`src/rtl/parking_pkg.sv`:
```
// Shared constants and state encoding for the parking gate controller.
package parking_pkg;

  localparam int NUM_SLOTS   = 8;
  localparam int SLOT_W      = 3;
  localparam int CNT_W       = 4;
  localparam int GATE_CYCLES = 4;
  // Wide enough for the largest legal GATE_CYCLES value (255).
  localparam int GATE_CNT_W  = 8;

  typedef enum logic {
    IDLE = 1'b0,
    GATE = 1'b1
  } state_t;

endpackage

```
`src/rtl/free_slot_finder.sv`:
```
// Lowest-zero-bit priority encoder over the occupancy bitmap.
module free_slot_finder #(
  parameter int NUM_SLOTS = 8,
  parameter int SLOT_W    = 3
) (
  input  logic [NUM_SLOTS-1:0] occupancy,
  output logic [SLOT_W-1:0]    slot,
  output logic                 found
);

  // Scan downward so the last hit, the lowest free index, wins.
  always_comb begin
    slot  = '0;
    found = 1'b0;
    for (int i = NUM_SLOTS - 1; i >= 0; i--) begin
      if (!occupancy[i]) begin
        slot  = SLOT_W'(i);
        found = 1'b1;
      end
    end
  end

endmodule

```
`src/rtl/parking_gate_controller.sv`:
```
// Entry/exit arbitration, slot allocation, occupancy tracking and gate timing.
module parking_gate_controller
  import parking_pkg::*;
#(
  parameter int NUM_SLOTS   = parking_pkg::NUM_SLOTS,
  parameter int SLOT_W      = parking_pkg::SLOT_W,
  parameter int CNT_W       = parking_pkg::CNT_W,
  parameter int GATE_CYCLES = parking_pkg::GATE_CYCLES
) (
  input  logic                 clk,
  input  logic                 rst_n,
  input  logic                 entry_req,
  input  logic                 exit_req,
  input  logic [SLOT_W-1:0]    exit_slot,
  output logic                 entry_grant,
  output logic                 exit_grant,
  output logic [SLOT_W-1:0]    assigned_slot,
  output logic                 entry_reject,
  output logic                 exit_err,
  output logic                 gate_open,
  output logic [NUM_SLOTS-1:0] occupancy,
  output logic [CNT_W-1:0]     parked,
  output logic                 full,
  output logic                 empty,
  output state_t               state_dbg
);

  // Handshake: entry_req/exit_req are levels held by the requester until a
  // one-cycle grant/reject/err pulse answers them; requests seen in GATE are
  // ignored and re-evaluated on the first IDLE cycle.

  state_t                 state_q, state_d;
  logic [GATE_CNT_W-1:0]  cnt_q, cnt_d;
  logic [NUM_SLOTS-1:0]   occ_d;
  logic [CNT_W-1:0]       parked_d;
  logic [SLOT_W-1:0]      slot_d;
  logic [SLOT_W-1:0]      free_slot;
  logic                   free_found;
  logic                   eg_d, xg_d, er_d, xe_d, go_d;

  free_slot_finder #(
    .NUM_SLOTS (NUM_SLOTS),
    .SLOT_W    (SLOT_W)
  ) u_finder (
    .occupancy (occupancy),
    .slot      (free_slot),
    .found     (free_found)
  );

  assign full      = (parked == CNT_W'(NUM_SLOTS));
  assign empty     = (parked == '0);
  assign state_dbg = state_q;

  always_comb begin
    state_d  = state_q;
    cnt_d    = cnt_q;
    occ_d    = occupancy;
    parked_d = parked;
    slot_d   = assigned_slot;
    eg_d     = 1'b0;
    xg_d     = 1'b0;
    er_d     = 1'b0;
    xe_d     = 1'b0;
    go_d     = 1'b0;
    case (state_q)
      IDLE: begin
        // Exit has priority so a departing car never waits behind an arrival.
        if (exit_req) begin
          if (occupancy[exit_slot]) begin
            occ_d[exit_slot] = 1'b0;
            parked_d         = parked - CNT_W'(1);
            xg_d             = 1'b1;
            go_d             = 1'b1;
            cnt_d            = GATE_CNT_W'(GATE_CYCLES - 1);
            state_d          = GATE;
          end else begin
            xe_d = 1'b1;
          end
        end else if (entry_req) begin
          if (!full && free_found) begin
            occ_d[free_slot] = 1'b1;
            slot_d           = free_slot;
            parked_d         = parked + CNT_W'(1);
            eg_d             = 1'b1;
            go_d             = 1'b1;
            cnt_d            = GATE_CNT_W'(GATE_CYCLES - 1);
            state_d          = GATE;
          end else begin
            er_d = 1'b1;
          end
        end
      end
      GATE: begin
        if (cnt_q == '0) begin
          state_d = IDLE;
        end else begin
          cnt_d = cnt_q - GATE_CNT_W'(1);
          go_d  = 1'b1;
        end
      end
      default: state_d = IDLE;
    endcase
  end

  always_ff @(posedge clk or negedge rst_n) begin
    if (!rst_n) begin
      state_q       <= IDLE;
      cnt_q         <= '0;
      occupancy     <= '0;
      parked        <= '0;
      assigned_slot <= '0;
      entry_grant   <= 1'b0;
      exit_grant    <= 1'b0;
      entry_reject  <= 1'b0;
      exit_err      <= 1'b0;
      gate_open     <= 1'b0;
    end else begin
      state_q       <= state_d;
      cnt_q         <= cnt_d;
      occupancy     <= occ_d;
      parked        <= parked_d;
      assigned_slot <= slot_d;
      entry_grant   <= eg_d;
      exit_grant    <= xg_d;
      entry_reject  <= er_d;
      exit_err      <= xe_d;
      gate_open     <= go_d;
    end
  end

endmodule

```
`config.mk`:
```
export PLATFORM = sky130hd
export DESIGN_NAME = parking_gate_controller
export DESIGN_NICKNAME = d
export VERILOG_FILES = /design/src/rtl/parking_pkg.sv /design/src/rtl/free_slot_finder.sv /design/src/rtl/parking_gate_controller.sv
export SDC_FILE = /design/constraint.sdc
export NUM_CORES = 1
export LEC_CHECK = 0
export BUFFER_PORTS_ARGS = -buffer_cell sky130_fd_sc_hd__buf_2
export CORE_MARGIN = 2
export CORE_UTILIZATION = 35
export DETAILED_ROUTE_END_ITERATION = 10
export PLACE_DENSITY = 0.64
export SLEW_MARGIN = 20
export SYNTH_ARGS = -nofsm -noshare
export SYNTH_HDL_FRONTEND = slang
export SYNTH_SLANG_ARGS = --single-unit
```
`constraint.sdc`:
```
create_clock -name clk -period 2.8 [get_ports clk]
set_input_delay 0.42 -clock clk [delete_from_list [all_inputs] [get_ports clk]]
set_output_delay 0.42 -clock clk [all_outputs]
set_load 0.01 [all_outputs]
```
==> results.ini <==
[setup_path]
worst-path-buf-inv=1
critPathKind=reg -> reg
cp_slowest_cell=dfrtp_1
slowest_delay_ps=540
crit_fanout=13
worstPathCellList=or3b_4 -> nor2_4 -> nand2_4 -> inv_6 -> nor3_2 -> o31ai_1 -> o211ai_1
start_kind=flop
cp_top_family=simple AND/OR/NAND/NOR gates
worstPathArrival_ps=2030
critPathCaptureType=flop
required_ps=2950

[yosys]
yosys_register_bits=28
syn-instance-count=158
yosysWarnings=0
synth_area_leaders=dfrtp_1 43%, mux2i_1 3.7%, a21oi_1 3.4%
syn_avg_cell_area_um2=10.3
netlist-cell-type-count=55
syn_area_um2=1630
syn-num-nets=169
synth_top_flop_cell=dfrtp_1
synth-edff-count=0
yosysSeqAreaShare=0.430
ys_async_sr_fraction=1.00
synth_top_area_share=0.430
yosysTopAreaCell=dfrtp_1

[placed_design]
dp_hpwl_um=2580
place_ws_ps=834
dp_cells=236
portBuffers=29
gp_congestion=0.773

[timing]
slew_headroom=0.592
hold_viol_final=0
setup_violations=0
tightest_slew_ps=613
period_share=0.673
fin_skew_ps=4.13
fin_ws_ps=916
max_freq_ghz=0.531
setup_tns_ps=0
maxSlewViolCount=0
min_period_ps=1880
rsz0062_at_grt=no

[cells_and_area]
fill_cells=428
final_core_util=0.423
num_antenna_cells=0
final_cell_mix=29 x buf_2, 28 x dfrtp_1, 12 x nor2_1
final_cells=240
drive_above_1_share=0.303
area_growth_pct=14.8
final_common_cell=buf_2
layout.nets=200

[pwr]
power_frac_comb=0.049
p_seq_frac=0.591
switchingPower_uw=143
swShare=0.209
p_int_uw=541
powerDensity_nw_per_um2=366
ir_drop_uv=229
p_leak_nw=0.858
clkPwrFrac=0.360

[detailed_routing]
via_count=1274
firstDrtPassIters=4
wire_per_inst_um=14.1
drtAntennaViolNets=0
via_per_inst=5.31
drc=0
drt_iter0_markers=67
wl_um=3380

[floorplanning]
dieArea_um2=5210
fp-row-count=24
die_x_um=72.2
io_pins=30
start_util=0.369
coreArea_um2=4410
die_h_um=72.2

[clock_tree]
postCtsHoldBufs=0
cts_resized=0
post-cts-setup-buffer-count=0
cts-root-buf=clkbuf_8
clock-sinks=28
clock_latency_ps=270
cts-htree-levels=1
tritoncts=yes
clk_path_buf_depth=2
path_clk_slew_ps=90
cts_buffers=3

[global_routing]
grt_overflow=0
grt_max_degree=29
grt_pass1_wl_um=5840
grtUsageTotal=0.141
antenna_found_initial=0
grt_pass1_vias=1203

[flow_run]
drv_cap=0

[min_path]
hp-class=in -> async

[status]
status=finished, final reports clean

==> layout make-up <==
class | instances | area, µm² | area share
Multi-Input combinational cell | 115 | 853 | 0.456
Sequential cell | 28 | 701 | 0.375
Timing Repair Buffer | 29 | 145 | 0.0776
Tap cell | 52 | 65.1 | 0.0348
Clock buffer | 4 | 55.1 | 0.0295
Inverter | 12 | 50.0 | 0.0268
==> synth_stat cells (all sizes together), types with 2 or more instances <==
cell type,count
dfrtp,28
nand2,13
nor2,13
inv,12
a21oi,11
o21ai,9
mux2i,6
nand2b,6
nor3,6
nand3,5
or3,4
a21o,3
and4,3
buf,3
ha,3
o31ai,3
o32a,3
a22o,2
a31oi,2
mux2,2
o21a,2
o22ai,2
or3b,2
xnor2,2
==> registers in the layout, indices dropped and copies added, names as in the netlist <==
register / cells
assigned_slot: 3
entry_grant: 1
state_dbg: 1
occupancy: 8
exit_err: 1
exit_grant: 1
parked: 4
entry_reject: 1
cnt_q: 8
==> worst paths after layout <==
path	startpoint	to	slack, ps	cells past startpoint
setup / recovery	state_dbg	parked[3]	920	7
hold / removal	rst_n	assigned_slot[1]	150	1
setup reg to reg	state_dbg	parked[3]	920	7
hold reg to reg	assigned_slot[2]	assigned_slot[2]	480	2
max in group asynchronous	rst_n	parked[0]	2250	1
min in group clk	exit_slot[2]	occupancy[4]	380	2
==> routing by layer <==
layer	up-vias	GRT usage	wire length, µm
met1	602	0.205	1680
met4	0	0.0252	14
met2	38	0.217	1510
li1	632	-	-
met3	2	0.0319	170
met5	-	0	0
==> power by group through the flow <==
| stage | registers [mW] | clock network, mW | logic [mW] |
|---|---|---|---|
| 2_1_floorplan | 0.412 | 0 | 0.0182 |
| 3_3_place_gp | 0.412 | 0 | 0.0350 |
| 3_5_place_dp | 0.412 | 0 | 0.0348 |
| 4_1_cts | 0.404 | 0.258 | 0.0348 |
| 5_1_grt | 0.404 | 0.272 | 0.0390 |
| 6_report | 0.404 | 0.246 | 0.0336 |
==> per-stage QoR <==
stage,total power [mW],hold WS [ps],instance area (µm²)
floorplan,0.430,124,1630
global placement,0.447,460,1810
detailed placement,0.447,469,1810
CTS,0.697,177,1870
global route,0.715,202,1870
finish,0.684,149,1870
==> logic make-up (layout without fill, tap and decap cells) <==
logic type / Yosys count / in the layout / share of synthesized area
flops: 28 / 28 / 0.430
fa+ha+maj: 4 / 4 / 0.0354
compound gates: 44 / 44 / 0.204
simple gates: 57 / 57 / 0.221
mux: 8 / 8 / 0.0530
xor+xnor: 2 / 2 / 0.0108
buf+inv: 15 / 45 / 0.0453
No activity file was read; power rests on OpenSTA's default activity.
